File: config.mk
export PLATFORM = sky130hd
export DESIGN_NAME = axi_rd_resp_gen
export DESIGN_NICKNAME = d
export VERILOG_FILES = /design/src/rtl/axi_rd_resp_gen.sv
export SDC_FILE = /design/constraint.sdc
export NUM_CORES = 1
export LEC_CHECK = 0
export CORE_AREA = 5 5 284 286
export DETAILED_ROUTE_END_ITERATION = 7
export DIE_AREA = 0 0 289 291
export SETUP_SLACK_MARGIN = 0.5
export SLEW_MARGIN = 20
export SYNTH_ARGS = -nofsm -noshare
export SYNTH_HDL_FRONTEND = slang
export SYNTH_SLANG_ARGS = --single-unit
File: constraint.sdc
create_clock -name clk -period 25.8 [get_ports clk]
set_clock_uncertainty 0.2 [all_clocks]
set_input_delay 5.16 -clock clk [delete_from_list [all_inputs] [get_ports clk]]
set_output_delay 5.16 -clock clk [all_outputs]
set_load 0.005 [all_outputs]
File: src/rtl/axi_rd_resp_gen.sv
// AXI read-response generator: stores AR requests and returns synthetic R bursts in a selectable order.
// Optional macro AXI_RD_RESP_GEN_ERR_INJECT_EN: requests with the top address bit set return SLVERR.
module axi_rd_resp_gen #(
   parameter int unsigned ID_WIDTH   = 4,
   parameter int unsigned ADDR_WIDTH = 32,
   parameter int unsigned DATA_WIDTH = 64,
   parameter int unsigned LEN_WIDTH  = 8,
   parameter int unsigned DEPTH      = 8
) (
   input  logic                           clk,
   input  logic                           rst,
   input  logic                           ar_valid,
   output logic                           ar_ready,
   input  logic [ID_WIDTH-1:0]            ar_id,
   input  logic [ADDR_WIDTH-1:0]          ar_addr,
   input  logic [LEN_WIDTH-1:0]           ar_len,
   input  logic [1:0]                     order_mode,
   output logic                           r_valid,
   input  logic                           r_ready,
   output logic [ID_WIDTH-1:0]            r_id,
   output logic [DATA_WIDTH-1:0]          r_data,
   output logic [1:0]                     r_resp,
   output logic                           r_last,
   output logic [$clog2(DEPTH+1)-1:0]     outstanding
);

   localparam int unsigned IDX_W = $clog2(DEPTH);
   localparam int unsigned SEQ_W = IDX_W + 1;
   localparam int unsigned CNT_W = $clog2(DEPTH+1);

   typedef enum logic [1:0] {S_IDLE, S_SELECT, S_BURST} state_t;

   state_t                 r_state, w_state_nxt;
   logic [DEPTH-1:0]       r_vld;
   logic [ID_WIDTH-1:0]    r_tid   [DEPTH];
   logic [ADDR_WIDTH-1:0]  r_taddr [DEPTH];
   logic [LEN_WIDTH-1:0]   r_tlen  [DEPTH];
   logic [SEQ_W-1:0]       r_tseq  [DEPTH];
   logic [SEQ_W-1:0]       r_seq_cnt;
   logic [CNT_W-1:0]       r_count;
   logic [7:0]             r_lfsr;
   logic                   r_ar_ready;
   logic [IDX_W-1:0]       r_sel;
   logic [LEN_WIDTH-1:0]   r_beat;
   logic                   r_out_valid;
   logic [ID_WIDTH-1:0]    r_out_id;
   logic [DATA_WIDTH-1:0]  r_out_data;
   logic [1:0]             r_out_resp;
   logic                   r_out_last;

   logic [IDX_W-1:0]       w_free_idx;
   logic                   w_free_found;
   logic                   w_accept;
   logic                   w_release;
   logic [CNT_W-1:0]       w_count_nxt;
   logic [1:0]             w_mode_eff;
   logic [IDX_W-1:0]       w_pick;
   logic                   w_pick_found;
   logic [SEQ_W-1:0]       w_best_age;
   logic [IDX_W-1:0]       w_start;
   logic [IDX_W-1:0]       w_sel_nxt;
   logic [LEN_WIDTH-1:0]   w_beat_nxt;
   logic                   w_out_valid;
   logic [ID_WIDTH-1:0]    w_out_id;
   logic [DATA_WIDTH-1:0]  w_out_data;
   logic [1:0]             w_out_resp;
   logic                   w_out_last;

   function automatic logic [DATA_WIDTH-1:0] f_beat_data(input logic [ADDR_WIDTH-1:0] a,
                                                        input logic [LEN_WIDTH-1:0]  b);
      f_beat_data = (DATA_WIDTH'(a) << 16) | DATA_WIDTH'(16'(b));
   endfunction

   assign ar_ready    = r_ar_ready;
   assign outstanding = r_count;
   assign r_valid     = r_out_valid;
   assign r_id        = r_out_id;
   assign r_data      = r_out_data;
   assign r_resp      = r_out_resp;
   assign r_last      = r_out_last;

   // Lowest free slot; an entry being released this cycle still reads as valid.
   always_comb begin
      w_free_idx   = '0;
      w_free_found = 1'b0;
      for (int i = 0; i < int'(DEPTH); i++) begin
         if (!w_free_found && !r_vld[i]) begin
            w_free_idx   = IDX_W'(i);
            w_free_found = 1'b1;
         end
      end
   end

   assign w_accept    = ar_valid && r_ar_ready && w_free_found;
   assign w_count_nxt = r_count + CNT_W'(w_accept) - CNT_W'(w_release);
   assign w_mode_eff  = (order_mode == 2'd3) ? 2'd0 : order_mode;
   assign w_start     = r_lfsr[IDX_W-1:0];

   // Entry pick: age is measured back from the sequence counter so wrap-around is harmless.
   always_comb begin
      w_pick       = '0;
      w_pick_found = 1'b0;
      w_best_age   = '0;
      if (w_mode_eff == 2'd2) begin
         for (int k = 0; k < int'(DEPTH); k++) begin
            if (!w_pick_found && r_vld[w_start + IDX_W'(k)]) begin
               w_pick       = w_start + IDX_W'(k);
               w_pick_found = 1'b1;
            end
         end
      end else begin
         for (int i = 0; i < int'(DEPTH); i++) begin
            if (r_vld[i] && (!w_pick_found ||
                ((w_mode_eff == 2'd0) ? (SEQ_W'(r_seq_cnt - r_tseq[i]) > w_best_age)
                                      : (SEQ_W'(r_seq_cnt - r_tseq[i]) < w_best_age)))) begin
               w_pick       = IDX_W'(i);
               w_pick_found = 1'b1;
               w_best_age   = SEQ_W'(r_seq_cnt - r_tseq[i]);
            end
         end
      end
   end

   // Next state and next registered R-channel values.
   always_comb begin
      w_state_nxt = r_state;
      w_sel_nxt   = r_sel;
      w_beat_nxt  = r_beat;
      w_release   = 1'b0;
      w_out_valid = r_out_valid;
      w_out_id    = r_out_id;
      w_out_data  = r_out_data;
      w_out_resp  = r_out_resp;
      w_out_last  = r_out_last;
      case (r_state)
         S_IDLE: begin
            if (|r_vld) w_state_nxt = S_SELECT;
         end
         S_SELECT: begin
            w_state_nxt = S_BURST;
            w_sel_nxt   = w_pick;
            w_beat_nxt  = '0;
            w_out_valid = 1'b1;
            w_out_id    = r_tid[w_pick];
            w_out_data  = f_beat_data(r_taddr[w_pick], '0);
            w_out_last  = (r_tlen[w_pick] == '0);
`ifdef AXI_RD_RESP_GEN_ERR_INJECT_EN
            w_out_resp  = r_taddr[w_pick][ADDR_WIDTH-1] ? 2'b10 : 2'b00;
`else
            w_out_resp  = 2'b00;
`endif
         end
         S_BURST: begin
            if (r_out_valid && r_ready) begin
               if (r_out_last) begin
                  w_state_nxt = S_IDLE;
                  w_release   = 1'b1;
                  w_out_valid = 1'b0;
                  w_out_id    = '0;
                  w_out_data  = '0;
                  w_out_resp  = 2'b00;
                  w_out_last  = 1'b0;
               end else begin
                  w_beat_nxt  = r_beat + LEN_WIDTH'(1);
                  w_out_data  = f_beat_data(r_taddr[r_sel], w_beat_nxt);
                  w_out_last  = (w_beat_nxt == r_tlen[r_sel]);
               end
            end
         end
         default: w_state_nxt = S_IDLE;
      endcase
   end

   always_ff @(posedge clk) begin
      if (rst) r_state <= S_IDLE;
      else     r_state <= w_state_nxt;
   end

   // Table bookkeeping, outstanding count, LFSR (x^8+x^6+x^5+x^4+1).
   always_ff @(posedge clk) begin
      if (rst) begin
         r_vld      <= '0;
         r_count    <= '0;
         r_seq_cnt  <= '0;
         r_lfsr     <= 8'hA5;
         r_ar_ready <= 1'b1;
      end else begin
         r_lfsr     <= {r_lfsr[6:0], r_lfsr[7] ^ r_lfsr[5] ^ r_lfsr[4] ^ r_lfsr[3]};
         r_count    <= w_count_nxt;
         r_ar_ready <= (w_count_nxt < CNT_W'(DEPTH));
         if (w_release) r_vld[r_sel] <= 1'b0;
         if (w_accept) begin
            r_vld[w_free_idx] <= 1'b1;
            r_seq_cnt         <= r_seq_cnt + SEQ_W'(1);
         end
      end
   end

   always_ff @(posedge clk) begin
      if (w_accept) begin
         r_tid[w_free_idx]   <= ar_id;
         r_taddr[w_free_idx] <= ar_addr;
         r_tlen[w_free_idx]  <= ar_len;
         r_tseq[w_free_idx]  <= r_seq_cnt;
      end
   end

   always_ff @(posedge clk) begin
      if (rst) begin
         r_sel       <= '0;
         r_beat      <= '0;
         r_out_valid <= 1'b0;
         r_out_id    <= '0;
         r_out_data  <= '0;
         r_out_resp  <= 2'b00;
         r_out_last  <= 1'b0;
      end else begin
         r_sel       <= w_sel_nxt;
         r_beat      <= w_beat_nxt;
         r_out_valid <= w_out_valid;
         r_out_id    <= w_out_id;
         r_out_data  <= w_out_data;
         r_out_resp  <= w_out_resp;
         r_out_last  <= w_out_last;
      end
   end

endmodule

; After elaboration in Yosys (flattened, before gate mapping)
; Memories as Yosys holds them, arrays and structs flattened. A register that Yosys moved wholly into a read port is not among the register bits.
; Cells that the tools add are included.
[totals]
ff_bits = 110
mem_bits_rw = 384
in_bits = 50
out_inout_bits = 77
wordCells = 281
n_memories = 4
[classes]
addsub = 19
magnitude_cmp = 27
eq_ne = 9
mux = 133
bitwise_logic = 7
reduce_logical = 69
[mem_list]
columns = name, depth, word_bits, rd, rd_clocked_by_memory_dff, write_ports, line_no
row1 = r_taddr, 8, 32, 2, 1, 1, 36  ; logic [ADDR_WIDTH-1:0] r_taddr [DEPTH];
row2 = r_tlen, 8, 8, 2, 1, 1, 37  ; logic [LEN_WIDTH-1:0] r_tlen [DEPTH];
row3 = r_tid, 8, 4, 1, 0, 1, 35  ; logic [ID_WIDTH-1:0] r_tid [DEPTH];
row4 = r_tseq, 8, 4, 8, 0, 1, 38  ; logic [SEQ_W-1:0] r_tseq [DEPTH];
[ops]
columns = op, n
row1 = 64-bit one-hot mux with 2 select lines, 1
row2 = 3-bit 2-to-1 mux, 23
row3 = 1-bit 2-to-1 mux, 64
row4 = 4-bit 2-to-1 mux, 16
row5 = 64-bit 2-to-1 mux, 1
row6 = 48-bit 2-to-1 mux, 1
row7 = 48-bit by 8-bit bitwise OR with 48-bit output, 1
row8 = "3-bit by 4-bit < comparator with 1-bit output, second input constant", 10
row9 = 8-bit 2-to-1 mux, 5
row10 = 4-bit subtractor, 8
row11 = 4-bit greater-than comparator, 7
row12 = 4-bit < comparator, 7
row13 = 1-bit logical NOT, 27
row14 = 1-bit logical AND, 26
row15 = 1-bit binary-select mux with 3-bit select, 8
row16 = 8-bit one-hot mux with 2 select lines, 1
row17 = "3-bit adder, second input constant", 4
row18 = 2-bit 2-to-1 mux, 6
row19 = 3-bit AND reduction, 3
row20 = "8-bit by 1-bit adder with 8-bit output, second input constant", 1
row21 = 8-bit AND, 1
row22 = 8-bit == test, 1
row23 = 8-bit logical NOT, 1
row24 = "2-bit != test, second input constant", 4
row25 = 22 further kinds, 37

; Longest topological paths before layout
; Gate-level depths: netlist of the first run.
; An unclocked memory read counts as a cell.
[depth]
ltp_word = 49
ltp_mapped = 64
ltp_nobuf = 61

; Worst setup path before layout of the first run
; Ideal clock, no wire load.
[synth_timing]
path_kind = input port to flip-flop
from = input port order_mode[0]
to = register r_out_data[16] (netlist: r_data[16])
setup_ps = 116
arrival_ps = 16702
path_slack_ps = 8783
cell_stages = 48
cell_sequence = inv_1 > ha_1 > clkbuf_1 > a221oi_1 > nand3b_1 > mux2_2 > ha_1 > and4b_1 > a211oi_1 > mux2i_1 > nor2_1 > mux2i_1 > ha_1 > and4b_1 > a211o_1 > a211oi_1 > mux2_2 > ha_1 > [12 not listed] > ha_1 > and4b_1 > a211oi_1 > mux2i_1 > o21ai_0 > mux2_2 > ha_1 > o21ai_0 > a211oi_1 > o21ai_0 > a31oi_1 > nor4bb_1 > a21o_1 > and3_1 > buf_2 > clkbuf_1 > nand3_1 > a31o_1
[synth_via]
elab_chain_cells = 46
[synth_rtl]
columns = item, line_no
row1 = from (decl), 17  ; input logic [1:0] order_mode,
row2 = 2-bit == test, 96  ; assign w_mode_eff = (order_mode == 2'd3) ? 2'd0 : order_mode;
row3 = 2-bit 2-to-1 mux *, 96
row4 = 2-bit logical NOT, 114  ; ((w_mode_eff == 2'd0) ? (SEQ_W'(r_seq_cnt - r_tseq[i]) > w_best_age)
row5 = 1-bit 2-to-1 mux, 114
row6 = 1-bit logical OR, 113  ; if (r_vld[i] && (!w_pick_found ||
row7 = 1-bit logical AND, 113
row8 = 4-bit 2-to-1 mux, 113
row9 = 4-bit 2-to-1 mux, 104  ; if (w_mode_eff == 2'd2) begin
row10 = [30 not listed], n/a
row11 = 4-bit < comparator or 4-bit greater-than comparator (tied branches), "115, 114"
row12 = 1-bit 2-to-1 mux, 114
row13 = 1-bit logical OR, 113
row14 = 1-bit logical AND, 113
row15 = 3-bit 2-to-1 mux, 113
row16 = 3-bit 2-to-1 mux *, 104
row17 = memory 8 x 32 bit *, n/a
row18 = 64-bit one-hot mux with 2 select lines *, 135  ; case (r_state)
row19 = to (signal assigned), 222  ; r_out_data <= w_out_data;
row20 = to (decl), 47  ; logic [DATA_WIDTH-1:0] r_out_data;
; Mark *: on every way between the ends. The rest lies on a longest branch, timed or not. The select of a mux whose other input is x is not followed.
; A chain may end at the register's enable or synchronous reset.

; Worst setup path after layout of the first run
[layout_timing]
from = input port order_mode[0]
to = register r_out_data[17] (netlist: r_data[17])
; The elaborated chain is that of the path after synthesis.

==> flow_summary.ini, run 1 <==
[status]
status = completed

[floorplanning]
pin_count = 127
die_w_um = 289
die_h_um = 291
die_area_mm2 = 0.0841
rows = 103
start_util_pct = 29.7
coreArea_mm2 = 0.0781

[yosys]
synth_area_leaders = edfxtp_1 50%, mux4_2 8.9%, dfxtp_1 7.5%
synth-compound-area-share_pct = 8.66
avgSynthCellArea_um2 = 13.0
synthDistinctLibCells = 74
synth_edf_count = 384
synth.area.mux_share_pct = 14.4
ys_warn_count = 0
synth_seq_cells = 471
yosysMostFrequentCell = edfxtp_1
synth_top_area_share_pct = 49.8
async_reset_ff_share_pct = 0
syn_inst = 1787
synthTopCellsByCount = 384 x edfxtp_1, 285 x nand2_1, 95 x mux2i_1
ys_seq_area_share_pct = 57.3
synth_top_area_cell = edfxtp_1
synth_xor_area_share_pct = 1.85
synth_ff_type = edfxtp_1
post_synth_fa_ha_maj_area_fraction_pct = 4.07
synth_top_family_by_area = multiplexers
synthesis.area_mm2 = 0.0232
synthSimpleGateAreaFrac_pct = 9.61

[setup_path]
crit_path_end_kind = flop
critPathArrivalTime_ps = 19750
crit_family = compound AO/OA/AOI/OAI gates
path_depth = 48
crit_path_frequent_cell = ha_1
slowest_stage = o21ai_0
required_ps = 26090
ff2ff_path_depth = 52
cp-start-kind = input pin
slowest_delay_ps = 720
critPathKind = in2reg
critPathMaxFanout = 84
critPathBufInv = 4

[routing]
via_per_inst = 5.19
drtPass1Iterations = 5
vias = 15333
post_drt_wl_per_cell_um = 21.1
routed_wl_mm = 62.3
ant_nets = 0
drcViolationCount = 0
drt-initial-drc-count = 1197

[sta]
tightest_slew_ps = 1150
finalCriticalPeriod_ps = 19460
setup_violations = 0
slew_headroom_pct = 23.1
rsz0062_at_grt = no
setup_tns_ps = 0
hold_viol_final = 0
min_period_over_period_pct = 75.4
report.final.slew_viol_count = 0
max_freq_mhz = 51.4

[pwr]
cellLeakagePower_uw = 0.00904
powerDensity_mw_per_mm2 = 72.8
power_uw = 1960
vdd_drop_max_mv = 0.0526

[grt]
grt_max_degree = 85
grtUsageTotal_pct = 14.4
grt_overflow = 0
grt_pass1_wl_mm = 94.0
antenna_found_initial = 9
grt_pass1_vias = 15471

[final_layout]
drive_gt1_share_pct = 13.5
area_growth_pct = 16.1
fin_nets = 1978
finalInstanceArea_mm2 = 0.0269

[clock_network]
postCtsSetupBuffers = 0
cts_max_path_buffers = 3
cts_sinks = 471
cts_resized = 0
cts_buffers = 48
clk_pin_slew_worst_paths_ps = 60
clock_latency_ps = 600
cts_hold_buffers = 0
cts_max_level = 2
cts_tree = yes
cts_root_buf = clkbuf_16

[job]
drv_cap = 0

[worst_hold_path]
hold_depth = 1
hold_path_class = reg2reg

[place]
routabilityCongestion = 0.841
port_buffers = 100
dpl_cell_area_mm2 = 0.0251
hpwl_mm = 36.7
-- final cells by class --
type / instances / area, µm²
fill: 7577 / 51200
clock buffer: 52 / 1230
multi-input combinational: 1141 / 9100
tap: 1050 / 1310
clock inverter: 37 / 480
timing repair buffer: 129 / 1210
inverter: 67 / 251
antenna: 6 / 15.0
sequential: 471 / 13300
-- final timing paths --
path / startpoint / end / slack [ps]
max: order_mode[0] / r_data[17] / 6340
min: r_lfsr[6] / r_lfsr[7] / 210
min reg2reg: r_lfsr[6] / r_lfsr[7] / 210
max reg2reg: r_seq_cnt[1] / r_data[17] / 9630
-- state kept, by name, indices dropped and copies added (netlist names), named ones only --
name,cells
r_tlen,64
r_beat,8
r_seq_cnt,4
r_valid,1
r_id,4
r_data,40
r_sel,3
r_tid,32
r_vld,8
r_last,1
ar_ready,1
r_taddr,256
outstanding,4
r_state,2
r_tseq,32
r_lfsr,8
-- through the flow --
stage / cells / util, % / setup slack [ps] / hold slack (ps)
6_report: 2953 / 34.4 / 6340 / 208
5_1_grt: 2951 / 34.4 / 5460 / 220
4_1_cts: 2947 / 34.4 / 6460 / 210
3_5_place_dp: 2858 / 32.2 / 5890 / 194
3_3_place_gp: 2858 / 32.2 / 6080 / 198
2_1_floorplan: 1812 / - / 8780 / 189
-- power breakdown --
| group | switching [µW] | leakage, µW | total [µW] | internal, µW |
|---|---|---|---|---|
| clock | 304 | 0.000819 | 742 | 438 |
| sequential | 29.9 | 0.00421 | 888 | 858 |
| combinational | 186 | 0.00401 | 327 | 141 |
| total | 519 | 0.00904 | 1960 | 1440 |
-- routing by layer --
metal	vias to the layer above	track usage [%]	share of wire [%]
met2	584	24.9	50
li1	6890	-	-
met5	-	0	0.022
met3	111	2.73	7.1
met1	7744	18.1	40
met4	4	4.92	2.8
-- kinds of logic after synthesis --
logic type                 count (synthesis)
other                                      1
AOI/OAI and AO/OA                        290
DFF                                      471
adders and majority gates                 70
buffers and inverters                    200
and+or+nand+nor                          491
muxes                                    215
xor gates and xnor gates                  49
-- placed cells by master (no fill, tap or decap), types with 44 or more instances in the layout --
master / Yosys / final
clkbuf_16: 0 / 48
nand3_1: 44 / 44
ha_1: 61 / 61
a21oi_1: 51 / 51
nor2_1: 53 / 50
mux4_2: 92 / 92
inv_1: 67 / 61
dfxtp_1: 87 / 84
mux2i_1: 95 / 95
o21ai_0: 56 / 56
nand2_1: 285 / 284
edfxtp_1: 384 / 384
clkdlybuf4s50_1: 0 / 99
-- worst register-to-register path, delay by kind of cell, from the launching register on --
| family | cells | cell delay, ps |
|---|---|---|
| buffers and inverters | 2 | 940 |
| AOI/OAI and AO/OA | 22 | 6680 |
| and+or+nand+nor | 13 | 2630 |
| DFF | 1 | 820 |
| muxes | 7 | 2280 |
| adders and majority gates | 8 | 2530 |
(Power assumes the default switching activity.)
==> run 2: changes to the inputs <==
==> constraint.sdc (replaced) <==
create_clock -name clk -period 15.7 [get_ports clk]
set_clock_uncertainty 0.2 [all_clocks]
set_input_delay 3.14 -clock clk [delete_from_list [all_inputs] [get_ports clk]]
set_output_delay 3.14 -clock clk [all_outputs]
set_load 0.005 [all_outputs]
==> run 2 against run 1 <==
Net effect:
- first-iteration DRC count rose by 24%
- sequential power rose by 66%
- clock power rose by 71%
- via count rose by 1.7%
- flip-flop and latch count did not move
- total power rose by 69%
- non-clock buffer count rose by 33
- die area did not move
==> flow_summary.ini, run 2 (synthesis results as in run 1) <==
[final_layout]
top_register = r_taddr
largest_reg_flops = 256
final-instance-count-excl-fill = 2989
final_cell_mix = 384 x edfxtp_1, 283 x nand2_1, 99 x clkdlybuf4s50_1
area_growth_pct = 18.8
final_common_cell = edfxtp_1
drive_gt1_share_pct = 16.3
finalInstanceArea_mm2 = 0.0275
fin_nets = 2014

[place]
pre_cts_slack_ps = -490
port_buffers = 100
dpl_cell_area_mm2 = 0.0253
routabilityCongestion = 0.867
dp.cells = 2870
hpwl_mm = 39.0

[setup_path]
critPathBufInv = 7
crit_family = compound AO/OA/AOI/OAI gates
cp-start-kind = input pin
critPathArrivalTime_ps = 15120
critPathMaxFanout = 13
critPathKind = in2reg
ff2ff_path_depth = 55
path_depth = 50
required_ps = 16030
slowest_stage = clkdlybuf4s50_1
slowest_delay_ps = 450
crit_path_frequent_cell = ha_1
crit_path_end_kind = flop

[pwr]
p_sw_share_pct = 26.8
switchingPower_uw = 888
p_comb_share_pct = 17.3
vdd_drop_max_mv = 0.0987
cellLeakagePower_uw = 0.00931
clockPowerShare_pct = 38.4
intPower_uw = 2430
power_uw = 3310
powerDensity_mw_per_mm2 = 120
sequentialPowerShare_pct = 44.2

[sta]
finalCriticalPeriod_ps = 14790
report.final.slew_viol_count = 0
timing.hold.ws_ps = 211
max_freq_mhz = 67.6
hold_viol_final = 0
worst_slack_ps = 911
tightest_slew_ps = 1100
setup_violations = 0
min_period_over_period_pct = 94.2
rsz0062_at_grt = no
slew_headroom_pct = 26.1

[floorplanning]
start_util_pct = 29.7
die_w_um = 289
die_h_um = 291
rows = 103
pin_count = 127
die_area_mm2 = 0.0841
coreArea_mm2 = 0.0781

[routing]
drtPass1Iterations = 5
via_per_inst = 5.22
routed_wl_mm = 65.4
drcViolationCount = 0
drt-initial-drc-count = 1487
vias = 15595
post_drt_wl_per_cell_um = 21.9
ant_nets = 0

[grt]
grt_overflow = 0
grtUsageTotal_pct = 14.8
antenna_found_initial = 9
grt_pass1_vias = 15961
grt_util_met3_pct = 2.73
grt_pass1_wl_mm = 96.5
met1_usage_pct = 18.8
use_met2_pct = 25.5
grt_max_degree = 55
busiest_layer = met2

[clock_network]
clk_pin_slew_worst_paths_ps = 60
cts_max_path_buffers = 3
cts_buffers = 50
cts_sinks = 471
cts_max_level = 2
cts_root_buf = clkbuf_16
cts_tree = yes
clock_latency_ps = 590

[status]
status = completed

[job]
drv_cap = 0

[worst_hold_path]
hold_depth = 1
hold_path_class = reg2reg
==> run 2: cell count changes in the layout (fill, tap and decap cells not counted), sizes merged <==
cell / before / now
clkinvlp: 6 / 4
clkinv: 21 / 17
inv: 68 / 72
clkbuf: 52 / 64
buf: 30 / 58
diode: 6 / 3
nor2: 54 / 55
==> run 2: area by class of cell <==
cell class | count | area, µm²
diodes | 3 | 7.51
clock buffers | 59 | 1340
clock inverters | 35 | 440
fillers | 7514 | 50600
inverters | 67 | 251
multi-input cells | 1142 | 9230
flip-flops and latches | 471 | 13300
well taps | 1050 | 1310
repair buffers | 162 | 1660
==> run 2: repair_timing <==
action,4_1_cts,5_1_grt
pin swaps,2,10
endpoints found under the setup margin,37,43
hold buffers,0,0
buffers inserted,5,11
gates resized for setup,5,31
gates cloned,1,5
==> run 2: worst paths after layout <==
path / from / endpoint / slack (ps)
setup / recovery: order_mode[0] / r_data[40] / 910
hold / removal: r_lfsr[6] / r_lfsr[7] / 210
setup reg to reg: r_seq_cnt[0] / r_data[40] / 1660
hold reg to reg: r_lfsr[6] / r_lfsr[7] / 210
==> run 2: power groups by stage <==
stage                     combinational, µW  sequential, µW  clock [µW]
after global routing                    627            1470        1350
final                                   574            1470        1270
after global placement                  522            1490           0
after detailed placement                542            1490           0
after floorplan                         372            1460           0
after CTS                               547            1470        1300
==> run 2: layer usage <==
| metal | wire length, µm | vias up |
|---|---|---|
| met1 | 26700 | 7921 |
| met3 | 4510 | 133 |
| met5 | 48 | - |
| li1 | - | 6947 |
| met2 | 32200 | 586 |
| met4 | 1880 | 8 |
==> run 2: stage by stage <==
| step | util [%] | setup TNS (ps) |
|---|---|---|
| final | 35.2 | 0 |
| after global routing | 35.2 | 0 |
| after CTS | 34.7 | 0 |
| after detailed placement | 32.4 | -16080 |
| after global placement | 32.4 | -1890 |
| after floorplan | - | 0 |
